<file path="config.mk">
export PLATFORM = sky130hd
export DESIGN_NAME = rdata_chan_mngr
export DESIGN_NICKNAME = d
export VERILOG_FILES = /design/src/rtl/rdata_chan_mngr.sv
export SDC_FILE = /design/constraint.sdc
export NUM_CORES = 1
export LEC_CHECK = 0
export CAP_MARGIN = 20
export CORE_MARGIN = 10
export CORE_UTILIZATION = 50
export CTS_CLUSTER_SIZE = 25
export DETAILED_ROUTE_END_ITERATION = 8
export PLACE_DENSITY = 0.95
export SLEW_MARGIN = 0
export SYNTH_ARGS = -nofsm -noshare
export SYNTH_HDL_FRONTEND = slang
export SYNTH_SLANG_ARGS = --single-unit
</file>
<file path="constraint.sdc">
create_clock -name clk -period 5.6 [get_ports clk]
set_input_delay 1.12 -clock clk [delete_from_list [all_inputs] [get_ports clk]]
set_output_delay 1.12 -clock clk [all_outputs]
set_load 0.005 [all_outputs]
</file>
<file path="src/rtl/rdata_chan_mngr.sv">
// -----------------------------------------------------------------------------
// rdata_chan_mngr
//
// Manager-side AXI R-channel receiver. It collects one fixed 4-beat, 32-bit
// read burst and packs it into a 128-bit line, then presents that line with
// its ID to the refill consumer (I-cache / D-cache). The line is held until
// the consumer acknowledges it. Every burst is checked for rlast placement
// and for a consistent rid across all four beats.
//
// Ports
//   clk            in   system clock, all logic on posedge
//   rst            in   synchronous active-high reset
//   rvalid         in   R channel valid
//   rready         out  R channel ready (idle / receiving and not in reset)
//   rid   [3:0]    in   R channel transaction ID
//   rdata [31:0]   in   R channel data beat
//   rlast          in   R channel last-beat marker
//   rdata_m_valid  out  assembled line available (level)
//   rdata_m_id     out  ID latched from beat 0
//   rdata_m_data   out  assembled line, beat k in bits [32k+31:32k]
//   rdata_m_err    out  protocol error seen in this burst
//   rdata_m_ack    in   consumer takes the line (ignored unless line valid)
//
// State table
//   state | meaning
//   MIDLE | waiting for beat 0 of a burst
//   MRECV | beats 1..3 outstanding
//   MFULL | line complete, held until rdata_m_ack
//   MDEFO | dead state, left only by rst
// -----------------------------------------------------------------------------
module rdata_chan_mngr (
    input  logic         clk,
    input  logic         rst,
    input  logic         rvalid,
    output logic         rready,
    input  logic [3:0]   rid,
    input  logic [31:0]  rdata,
    input  logic         rlast,
    output logic         rdata_m_valid,
    output logic [3:0]   rdata_m_id,
    output logic [127:0] rdata_m_data,
    output logic         rdata_m_err,
    input  logic         rdata_m_ack
);

    typedef enum logic [1:0] {
        MIDLE = 2'b00,
        MRECV = 2'b01,
        MFULL = 2'b10,
        MDEFO = 2'b11
    } state_t;

    state_t     state;
    state_t     state_nxt;
    logic [1:0] beat_cntr;
    logic       recv_ok;
    logic       beat_acc;
    logic       last_beat;
    logic       last_bad;
    logic       id_bad;
    logic       beat_bad;
    logic       line_take;

    // Acceptance is derived from state and rst directly so that the
    // next-state logic never depends on its own rready output.
    assign recv_ok   = (state == MIDLE) || (state == MRECV);
    assign beat_acc  = rvalid && recv_ok && !rst;
    assign last_beat = (beat_cntr == 2'd3);
    assign line_take = (state == MFULL) && rdata_m_ack;

    // rlast must be high on beat 3 and only on beat 3; beats 1..3 must carry
    // the ID latched on beat 0.
    assign last_bad  = rlast ^ last_beat;
    assign id_bad    = (beat_cntr != 2'd0) && (rid != rdata_m_id);
    assign beat_bad  = last_bad || id_bad;

    always_ff @(posedge clk) begin
        if (rst) begin
            state <= MIDLE;
        end else begin
            state <= state_nxt;
        end
    end

    always_comb begin
        state_nxt     = state;
        rready        = 1'b0;
        rdata_m_valid = 1'b0;
        case (state)
            MIDLE: begin
                rready = !rst;
                if (beat_acc) begin
                    state_nxt = MRECV;
                end
            end
            MRECV: begin
                rready = !rst;
                if (beat_acc && last_beat) begin
                    state_nxt = MFULL;
                end
            end
            MFULL: begin
                rdata_m_valid = 1'b1;
                if (rdata_m_ack) begin
                    state_nxt = MIDLE;
                end
            end
            MDEFO: begin
                state_nxt = MDEFO;
            end
            default: begin
                state_nxt = MIDLE;
            end
        endcase
    end

    // Beat counter wraps 3 -> 0 on the final beat, so it is already 0 when
    // the FSM returns to MIDLE. Line bits not yet written in the current
    // burst keep their old contents; only the MFULL image matters.
    always_ff @(posedge clk) begin
        if (rst) begin
            beat_cntr    <= 2'd0;
            rdata_m_data <= 128'd0;
            rdata_m_id   <= 4'd0;
            rdata_m_err  <= 1'b0;
        end else begin
            if (beat_acc) begin
                beat_cntr <= beat_cntr + 2'd1;
                rdata_m_data[{beat_cntr, 5'd0} +: 32] <= rdata;
                if (beat_cntr == 2'd0) begin
                    rdata_m_id  <= rid;
                    rdata_m_err <= beat_bad;
                end else begin
                    rdata_m_err <= rdata_m_err || beat_bad;
                end
            end else if (line_take) begin
                rdata_m_err <= 1'b0;
            end
        end
    end

endmodule

</file>
==> flow_metrics.py <==
metrics = {
    "synth": {
        "post_synth_inst_count": 639,
        "synth-async-reset-ratio_pct": 0,
        "post_synth.cell_area_avg_sq_um": 8.682,
        "synth_nets": 690,
        "synth-main-ff-cell": "dfxtp_1",
        "mappedNetlistArea_sq_um": 5548,
        "synth_enable_flop_cells": 0,
        "synth.distinct_cells": 38,
        "synth.ff_latch_count": 137,
        "count_of_synthesis_stage_warnings_from_yosys": 0,
        "synth.yosys.seq_area_share_pct": 49.44,
    },
    "finish": {
        "drive_above_1_share_pct": 9.750,
        "mostFrequentLayoutCells": "174 x clkdlybuf4s50_1, 137 x dfxtp_1, 129 x nand2_1, 115 x nand3_1, 55 x a21oi_1",
        "mostFrequentLayoutCell": "clkdlybuf4s50_1",
        "insertedDiodeCount": 0,
        "syn2layout_area_growth_pct": 38.86,
        "nets": 840,
    },
    "cts": {
        "htreeDepth": 4,
        "setup_bufs_post_cts": 0,
        "cts_tree": "done",
        "root_buffer": "clkbuf_8",
        "cts_hold_repair.buffers": 0,
        "post_cts.resized_instances": 0,
        "clkSinkCount": 137,
        "clk_transition_reported_paths_ps": 50,
        "cts_buffers": 17,
        "cts_buffer_depth": 2,
        "clk-insertion-delay-late_ps": 510,
    },
    "detailed_routing": {
        "drtIter0Drc": 453,
        "routed_wl_mm": 17.52,
        "number_of_nets_still_failing_antenna_checks_after_routing": 0,
        "wl_per_cell_um": 18.64,
        "dr_total_vias": 5135,
        "viasPerCell": 5.463,
        "drtPass1Iterations": 5,
        "detail_route.drc_violations": 0,
    },
    "floorplan": {
        "fp.dieH_um": 125.3,
        "floorplan.initialDensity_pct": 51.18,
        "dieWidth_um": 125.3,
        "num_rows": 38,
        "core_area_sq_um": 10840,
        "boundaryPins": 176,
        "die_area_sq_um": 15710,
    },
    "critical_path": {
        "worstSetupStartpoint": "rst",
        "critical_path_arrival_ps": 2090,
        "worst-path-max-fanout": 44,
        "crit_path_kind": "in -> out",
        "regToRegStartpoint": "beat_cntr[0]",
        "cp.required_ps": 4480,
        "critical_path.startpoint_type": "input pin",
        "worstSetupEndpointType": "output port",
    },
    "global_routing": {
        "global_route.overflow_total": 0,
        "grt_max_degree": 66,
        "grt_antenna_before_repair": 0,
        "grt_pass1_wl_mm": 28.01,
        "grt_pass1_vias": 5148,
        "grtUsageTotal_pct": 21.61,
    },
    "sta": {
        "hold_violations": 0,
        "slew_violations": 0,
        "final.hold.worst_slack_ps": 449.2,
        "fin_skew_ps": 8.620,
        "final.period_utilization_pct": 57.24,
        "rsz0062_at_grt": "false",
        "timing.final.setup_violations": 0,
        "fmax_mhz": 312.0,
        "timing.final.crit_period_ps": 3205,
        "total_negative_slack_ps": 0,
        "max_slew.worst_pin.slew_ps": 886.8,
        "timing.slew.headroom_pct": 40.63,
    },
    "power_and_ir_drop": {
        "sw_frac_of_total_pct": 27.62,
        "combinationalPowerShare_pct": 17.4,
        "ratio_of_total_power_to_cell_area_nw_per_um2": 323.8,
        "power_switching_uw": 688.8,
        "internal_power_uw": 1805,
        "power.clock.fraction_pct": 40.3,
        "power.sequential.fraction_pct": 42.3,
        "max-vdd-ir-drop_mv": 0.2439,
        "static-leakage-power_uw": 0.002569,
    },
    "worst_hold_path": {
        "worst_hold_path_type": "reg -> reg",
        "timing.hold.worst.start": "rdata_m_data[49]",
    },
    "place": {
        "count_of_buffers_from_port_buffering": 175,
        "routabilityCongestion": 0.8083,
        "hpwl_mm": 12.05,
    },
    "status": {
        "outcome": "finished clean",
    },
    "flow_run": {
        "max-cap-violations": 0,
    },
}
==> sequential cells by signal (all words and copies together), names as in the netlist <==
register      cells
state             2
rdata_m_err       1
beat_cntr         2
rdata_m_data    128
rdata_m_id        4
==> power by group through the flow <==
stage / Combinational [uW] / Sequential, uW / Clock, uW
finish: 433 / 1050 / 1010
global route: 472 / 1060 / 1060
CTS: 431 / 1050 / 1010
detailed placement: 428 / 1080 / 0
global placement: 416 / 1070 / 0
floorplan: 263 / 1070 / 0
==> cells by family after synthesis <==
kind of cell | count (synthesis) | share of synthesized area (%)
simple gates | 284 | 25.46
flops | 137 | 49.44
compound gates | 136 | 13.40
buf+inv | 62 | 7.781
fa+ha+maj | 10 | 2.255
xor+xnor | 6 | 0.9472
mux | 4 | 0.7217
==> metrics by stage <==
| stage | power (uW) | std cells | util [%] | instance area [sq um] | worst slack [ps] |
|---|---|---|---|---|---|
| after floorplan | 1337 | 639 | - | 5548 | 2897 |
| after global placement | 1488 | 908 | 65.84 | 7137 | 2273 |
| after detailed placement | 1503 | 908 | 65.84 | 7137 | 2086 |
| after CTS | 2500 | 938 | 70.69 | 7664 | 2395 |
| after global routing | 2595 | 940 | 71.06 | 7704 | 2339 |
| final | 2494 | 940 | 71.06 | 7704 | 2395 |
==> critical path: stages <==
cell and delay (ps):
buf_4 390, nor2_1 100, clkdlybuf4s50_1 470
==> per-layer routing <==
metal / vias to the layer above / global-route usage [%] / wire length (um)
li1: 2472 / - / -
met1: 2448 / 24.96 / 7066
met2: 186 / 35.61 / 8542
met3: 29 / 8.872 / 1546
met4: 0 / 7.114 / 361
met5: - / 0 / 0
==> layout make-up <==
cell class | instances | area, sq um
Sequential cell | 137 | 2743
Timing Repair Buffer | 186 | 1857
Clock inverter | 8 | 73.82
Multi-Input combinational cell | 440 | 2374
Fill cell | 806 | 3137
Inverter | 7 | 28.78
Tap cell | 140 | 175.2
Clock buffer | 22 | 452.9
==> cells in the mapped netlist (2+ instances only) <==
cell	instances	share of area, %
a21oi_2	11	1.7
nand2_1	129	8.7
nand3_1	115	10
mux2i_1	4	0.72
o21ai_1	34	3.1
a21oi_1	55	5.0
dfxtp_1	137	49
o21ai_0	29	2.6
inv_1	6	0.41
a31oi_1	2	0.23
buf_1	3	0.20
nor2_1	12	0.81
clkbuf_1	8	0.54
buf_6	14	2.8
nor4b_4	2	0.86
clkbuf_2	6	0.54
xnor2_1	5	0.79
clkbuf_8	3	0.74
buf_2	18	1.6
a211oi_1	2	0.27
nand3_2	18	3.2
ha_1	10	2.3
==> path summary, 6_finish.rpt <==
| path | endpoint | slack (ps) | cells after the start |
|---|---|---|---|
| hold / removal | rdata_m_data[49] | 450 | 2 |
| setup / recovery | rready | 2390 | 3 |
| hold reg to reg | rdata_m_data[49] | 450 | 2 |
| setup reg to reg | rdata_m_data[23] | 2910 | 6 |
Note: power is estimated with default switching activity, not from simulation.
==> edit: new RTL, same settings <==
Encoding of `state_t`: now one-hot (4 bits for 4 states).
--- a/src/rtl/rdata_chan_mngr.sv
+++ b/src/rtl/rdata_chan_mngr.sv
@@ -45,7 +45,7 @@
 
-    typedef enum logic [1:0] {
-        MIDLE = 2'b00,
-        MRECV = 2'b01,
-        MFULL = 2'b10,
-        MDEFO = 2'b11
+    typedef enum logic [3:0] {
+        MIDLE = 4'b0001,
+        MRECV = 4'b0010,
+        MFULL = 4'b0100,
+        MDEFO = 4'b1000
     } state_t;
Check against the original RTL: same outputs for any inputs over 4 cycles, from zero or initial values and one cycle with rst high; so few cycles prove little.
==> edit against the unedited design <==
Routed wire length up 2.8%; non-clock buffer count up 2; first-iteration DRC count increased by 13%; power fell by 4.3%; maximum frequency fell by 18%; sequential share of layout area decreased by 0.41 points; register-to-register slack got worse by 0.06 ns; synthesized area is 0.16% higher; sequential cell count rose by 2; cell count grew 1.4%; final area grew 2.6%; synthesized cell count increased by 2.2%; setup slack worse by 0.71 ns.
==> edit: results (changes against the unedited design) <==
| Metric | Value |
|---|---|
| Fillers | `810 (+0.50%)` |
| First DRT Iteration DRCs | `511 (+13%)` |
| Fin Hold WS | `0.450 ns (+0.000965 ns)` |
| Gr usage total | `0.220 (+0.00400)` |
| Pin count of the biggest net entering global routing | `78 (+18%)` |
| Clock buf count | `18 (-18%)` |
| Vias per cell | `5.65 (+3.5%)` |
| Share of layout cells above drive strength 1 | `0.0947 (-0.00279)` |
| Internal reg-to-reg setup slack | `2.85 ns (-0.06 ns)` |
| Final HPWL DP | `12500 µm (+3.4%)` |
| Place WS | `1.69 ns (-0.398 ns)` |
| Comb_multi_in | `451 (+2.5%)` |
| CP max stage delay | `0.54 ns (+0.07 ns)` |
| Post-synth net total | `700 (+1.4%)` |
| Leakage | `2.62 nW (+2.0%)` |
| Min cycle time layout | `3.91 ns (+0.706 ns)` |
| Data arrival time of the worst path | `2.79 ns (+0.70 ns)` |
| Inverters, non-clock | `3 (-4)` |
| GPL Wtd Cong | `0.810 (+0.15%)` |
| DR pass1 iterations | `7 (+2)` |
| First-pass GRT wire length | `28600 µm (+2.2%)` |
| Outcome | `complete, no violations` |
| Synth area leaders | `dfxtp_1, nand3_1, a21oi_1, nand2_1, nand2b_1` |
| Least-Margin Pin Slew | `1.06 ns (+0.177 ns)` |
| NonClk Buf Share | `0.239 (-0.00191)` |
| Crit-path slowest cell | `buf_4` |
| CTS Buf Count | `17 (unchanged)` |
| Share of cell area taken by multi-input logic gates | `0.312 (+0.00365)` |
| Post-Place Cells | `918 (+1.1%)` |
| Vias in the first global route | `5254 (+2.1%)` |
| Clk pin slew, worst setup/hold paths | `0.07 ns (+0.02 ns)` |
| Max FO, Critical Path | `65 (+48%)` |
| Via count | `5386 (+4.9%)` |
| Synth Instances | `653 (+2.2%)` |
| Seq/Total Area, Yosys | `0.501 (+0.00643)` |
| Clock-cell share | `0.0736 (+0.00521)` |
| Distinct cells, synth | `34 (-11%)` |
| Buffers excl. clock | `188 (+1.1%)` |
| List of most frequent post-synthesis cells | `dfxtp_1, nand3_1, nand2_1` |
| Seq cells post-synth | `139 (+1.5%)` |
| Clock Skew | `0.0106 ns (+0.00199 ns)` |
| Peak VDD IR | `207 µV (-15%)` |
| Area of the multi-input gates | `2460 µm² (+3.8%)` |
| Worst R2R End | `rdata_m_data[58]` |
| Number of nets in the layout | `847 (+0.83%)` |
| Top Registers | `rdata_m_data x128, rdata_m_id x4, state x4` |
| Detailed Route WL | `18000 µm (+2.8%)` |
-- edit: cell types whose count changed in the layout (fill, tap and decap cells not counted), moves of 6 or more --
cell,delta
a21oi_1,+32
inv_6,+6
nand2_1,-35
nand2_2,+10
nand2b_1,+32
nand3_1,+15
nand3_2,-18
o21ai_1,-34
-- edit: per-layer routing --
metal	GRT usage	part of all wire	vias up
li1	-	-	2525
met1	0.254	0.38	2580
met2	0.358	0.49	240
met3	0.0769	0.097	41
met4	0.102	0.030	0
met5	0	0	-
-- edit: cell families after synthesis --
family / count (synthesis) / synth area share
buf+inv: 63 / 0.0612
xor+xnor: 8 / 0.0160
simple gates: 297 / 0.268
flops: 139 / 0.501
fa+ha+maj: 6 / 0.0135
mux: 5 / 0.00901
compound gates: 135 / 0.131
-- edit: power by group --
part | internal [W] | switching [W] | total (W)
registers | 0.00101 | 0.0000194 | 0.00103
clock network | 0.000621 | 0.000482 | 0.00110
logic | 0.000106 | 0.000148 | 0.000254
